File: src/rtl/ram_arb_pkg.sv
// ram_arb_pkg: shared types and defaults for the RAM arbiter.
package ram_arb_pkg;
    typedef enum logic {IDLE, RESP} state_t;
    typedef enum logic {GNT_I, GNT_D} gnt_t;
    localparam int ARB_AW = 12;
endpackage

File: src/rtl/ram_arb_rr.sv
// ram_arb_rr: two-way round-robin pick plus the last-grant register.
module ram_arb_rr
    import ram_arb_pkg::*;
(
    input  logic clk,
    input  logic rst,
    input  logic i_req,
    input  logic d_req,
    input  logic upd,
    output gnt_t gnt,
    output gnt_t last
);
    // Under contention the port that did not win last time goes first.
    always_comb gnt = (i_req && d_req) ? (last == GNT_I ? GNT_D : GNT_I) : (d_req ? GNT_D : GNT_I);

    always_ff @(posedge clk or posedge rst)
        if (rst) last <= GNT_I;
        else if (upd) last <= gnt;
endmodule

File: src/rtl/ram_arbiter.sv
// ram_arbiter: shares one registered-read RAM between an instruction and a data port.
module ram_arbiter
    import ram_arb_pkg::*;
#(
    parameter int AW = ARB_AW,
    parameter int CW = 16
) (
    input  logic          clk_i,
    input  logic          rst_i,
    input  logic          i_stb_i,
    input  logic [AW-1:0] i_adr_i,
    output logic [31:0]   i_dat_o,
    output logic          i_ack_o,
    input  logic          d_stb_i,
    input  logic          d_we_i,
    input  logic [AW-1:0] d_adr_i,
    input  logic [3:0]    d_sel_i,
    input  logic [31:0]   d_dat_i,
    output logic [31:0]   d_dat_o,
    output logic          d_ack_o,
    output logic          ram_we_o,
    output logic [AW-1:0] ram_adr_o,
    output logic [3:0]    ram_be_o,
    output logic [31:0]   ram_dat_o,
    input  logic [31:0]   ram_dat_i,
    output logic [CW-1:0] conflicts_o
);
    state_t state, state_nxt;
    gnt_t   gnt, last;
    logic   take, use_d;

    assign take  = state == IDLE && (i_stb_i || d_stb_i);
    assign use_d = gnt == GNT_D;

    // last already holds the winner while in RESP, so it selects the ack.
    ram_arb_rr u_rr (
        .clk  (clk_i),
        .rst  (rst_i),
        .i_req(i_stb_i),
        .d_req(d_stb_i),
        .upd  (take),
        .gnt  (gnt),
        .last (last)
    );

    always_comb begin
        state_nxt = take ? RESP : IDLE;
        ram_adr_o = use_d ? d_adr_i : i_adr_i;
        ram_we_o  = take && use_d && d_we_i;
        ram_be_o  = (take && use_d) ? d_sel_i : 4'h0;
        ram_dat_o = d_dat_i;
        i_ack_o   = state == RESP && last == GNT_I;
        d_ack_o   = state == RESP && last == GNT_D;
        i_dat_o   = ram_dat_i;
        d_dat_o   = ram_dat_i;
    end

    always_ff @(posedge clk_i or posedge rst_i)
        if (rst_i) state <= IDLE;
        else state <= state_nxt;

    always_ff @(posedge clk_i or posedge rst_i)
        if (rst_i) conflicts_o <= '0;
        else if (state == IDLE && i_stb_i && d_stb_i && conflicts_o != '1) conflicts_o <= conflicts_o + CW'(1);
endmodule

File: config.mk
export PLATFORM = sky130hd
export DESIGN_NAME = ram_arbiter
export DESIGN_NICKNAME = d
export VERILOG_FILES = /design/src/rtl/ram_arb_pkg.sv /design/src/rtl/ram_arb_rr.sv /design/src/rtl/ram_arbiter.sv
export SDC_FILE = /design/constraint.sdc
export NUM_CORES = 1
export LEC_CHECK = 0
export BUFFER_PORTS_ARGS = -buffer_cell sky130_fd_sc_hd__buf_4
export CELL_PAD_IN_SITES_DETAIL_PLACEMENT = 0
export CELL_PAD_IN_SITES_GLOBAL_PLACEMENT = 2
export CORE_AREA = 10 10 95 180
export DETAILED_ROUTE_END_ITERATION = 10
export DIE_AREA = 0 0 105 190
export PLACE_DENSITY = 0.77
export SLEW_MARGIN = 5
export SYNTH_ARGS = -nofsm -noshare
export SYNTH_HDL_FRONTEND = slang
export SYNTH_HIERARCHICAL = 1
export SYNTH_SLANG_ARGS = --single-unit
File: constraint.sdc
create_clock -name clk_i -period 1.75 [get_ports clk_i]
set_input_delay 0.0875 -clock clk_i [delete_from_list [all_inputs] [get_ports clk_i]]
set_output_delay 0.0875 -clock clk_i [all_outputs]
set_load 0.05 [all_outputs]
==> flow_summary.json <==
{
  "via_per_inst": 3.35,
  "avgSynthCellArea_um2": 9.05,
  "syn_area_um2": 1800,
  "numPortBuffers": 67,
  "start_kind": "flop",
  "final_common_cell": "buf_4",
  "ant_nets": 0,
  "grt_overflow": 0,
  "synth.area.top_cells": "buf_4 40%, dfrtp_1 25%, mux2_2 7.5%, xor2_1 3.4%, and3_1 2.4%",
  "post-route-min-period_ps": 1670,
  "dp.cells": 371,
  "root_buffer": "clkbuf_16",
  "hp-class": "in2out",
  "cts_tree": "done",
  "intPower_mw": 1.21,
  "cts.sinks": 18,
  "die_h_um": 190,
  "fmax_mhz": 597,
  "yosys.area.top_type": "buf_4",
  "vias": 1263,
  "drc": 0,
  "slowest_delay_ps": 440,
  "fillerInstances": 1659,
  "routabilityCongestion": 0.801,
  "critPathKind": "reg2reg",
  "switching_share_pct": 42.8,
  "grt_pass1_wl_um": 9380,
  "slew_viol_final": 0,
  "syn2layout_area_growth_pct": 16.3,
  "fin_crit_sh_pct": 95.7,
  "seq_area_um2": 468,
  "drive_gt1_share_pct": 65.9,
  "hold_slack_ps": 175,
  "cp_slowest_cell": "or3_4",
  "setup_viol": 0,
  "synth-edff-count": 0,
  "clockBufferDepth": 2,
  "max-slew-margin-rel_pct": 54.5,
  "synth_ff_type": "dfrtp_1",
  "cts_made_buffers": 3,
  "drtIter0Drc": 26,
  "p_leak_nw": 0.935,
  "synth.distinct_cells": 31,
  "final_cells": 377,
  "multiInputGateArea_um2": 638,
  "clk_pin_slew_ps": 50,
  "layout_common_cells": "78 x buf_4, 14 x dfrtp_2, 12 x mux2_2",
  "yosys_register_bits": 18,
  "synthCells": 199,
  "drv_cap": 0,
  "path_cells": "nand3b_4, or3_4, nor3_2, mux2_1",
  "ys_seq_area_share_pct": 25.0,
  "coreArea_um2": 14300,
  "rows": 62,
  "p_total_mw": 2.12,
  "switching_power_mw": 0.908,
  "htreeDepth": 1,
  "synth_warnings": 6,
  "start_util_pct": 12.6,
  "first_pass_iters": 4,
  "p_comb_share_pct": 47.7,
  "die_w_um": 105,
  "grt_setup_unrepaired": "false",
  "hpwlAfterDp_um": 5900,
  "end_kind": "flop",
  "cp.arrival_ps": 1800,
  "grt_util_all_layers_pct": 6.29,
  "p_clk_share_pct": 23.7,
  "ir_drop_mv": 0.285,
  "wl_um": 6640,
  "clock_latency_ps": 250,
  "synthDominantCellAreaShare_pct": 40.0,
  "worstMarginPinSlew_ps": 682,
  "powerDensity_nw_per_um2": 1010,
  "p_seq_share_pct": 28.6,
  "status": "finished, final reports clean",
  "dieArea_um2": 20000,
  "worst_ep_required_time_ps": 1880,
  "worstPathMaxFanout": 6,
  "hold_viol": 0,
  "wl_per_cell_um": 17.6,
  "finalClockSkew_ps": 2.44,
  "antenna_found_initial": 0,
  "final_nets": 284,
  "grt_pass1_vias": 1477,
  "ios": 228,
  "async_flop_share_pct": 100,
  "diodes": 0,
  "grt_max_degree": 19,
  "synth_fp_nets": 297
}
-- registers in the layout, indices dropped and copies added (netlist names) --
name / flops
state: 1
u_rr/last: 1
conflicts_o: 16
-- power groups by stage --
| stage | clock (mW) | combinational (mW) | sequential [mW] |
|---|---|---|---|
| 3_5_place_dp | 0 | 1.03 | 0.614 |
| 6_report | 0.503 | 1.01 | 0.607 |
| 3_3_place_gp | 0 | 1.02 | 0.606 |
| 5_1_grt | 0.539 | 1.09 | 0.622 |
| 2_1_floorplan | 0 | 0.966 | 0.845 |
| 4_1_cts | 0.516 | 1.03 | 0.608 |
-- critical path: cells and delay by family, from the launching register on --
family | cells | cell delay (ps)
and+or+nand+nor | 3 | 810
DFF | 1 | 400
muxes | 1 | 340
-- cells in the mapped netlist (all sizes together), types with 2 or more instances --
master  number
a21oi        2
and2         2
and3         7
buf         97
clkbuf       3
dfrtp       18
inv          3
mux2        15
nand2        7
nand3        4
nand4        6
nor2         5
nor3         6
nor4         2
xnor2        5
xor2         7
-- timing repair --
action,CTS,global route
hold buffers,1,0
setup buffers,0,1
gates resized for setup,1,1
setup endpoints to repair,1,2
endpoints found under the hold margin,18,0
-- metal layers --
metal / global-route usage (%) / routed length (µm)
met5: 0 / 0
met2: 10.9 / 3230
met1: 4.33 / 1680
met4: 6.26 / 602
met3: 4.00 / 1130
-- path summary, 6_finish.rpt --
check | from | endpoint | slack, ps | cells past startpoint
min | ram_dat_i[25] | i_dat_o[25] | 180 | 0
min reg2reg | conflicts_o[15] | conflicts_o[15] | 490 | 1
max reg2reg | state | conflicts_o[12] | 80 | 4
max in group asynchronous | rst_i | conflicts_o[7] | 740 | 3
max | state | conflicts_o[12] | 80 | 4
min in group asynchronous | rst_i | u_rr/last | 250 | 3
-- kinds of logic (layout without fill, tap and decap cells) --
family	after synthesis	in the layout	share of synthesized area, %
AO/OA/AOI/OAI	6	6	2.57
multiplexers	15	15	9.59
buffers and inverters	103	89	41.6
adder cells (fa/ha/maj)	1	1	0.695
AND/OR/NAND/NOR	44	44	14.7
flip-flops	18	18	25.0
XOR/XNOR	12	12	5.84
-- area by class of cell --
cell class / count / share of cell area [%]
clock buffers: 4 / 4.24
inverters: 3 / 0.538
multi-input cells: 78 / 30.5
flip-flops and latches: 18 / 22.4
well taps: 192 / 11.5
repair buffers: 82 / 30.9
-- metrics by stage --
stage | setup WS (ps) | area (µm²) | TNS (ps) | util (%)
floorplan | -78.2 | 1860 | -156 | -
global placement | 76.0 | 1970 | 0 | 13.8
detailed placement | 33.5 | 1970 | 0 | 13.8
CTS | 44.5 | 2070 | 0 | 14.5
global route | 3.05 | 2090 | 0 | 14.7
finish | 75.1 | 2090 | 0 | 14.7
Power figures use the tool's default switching activity.
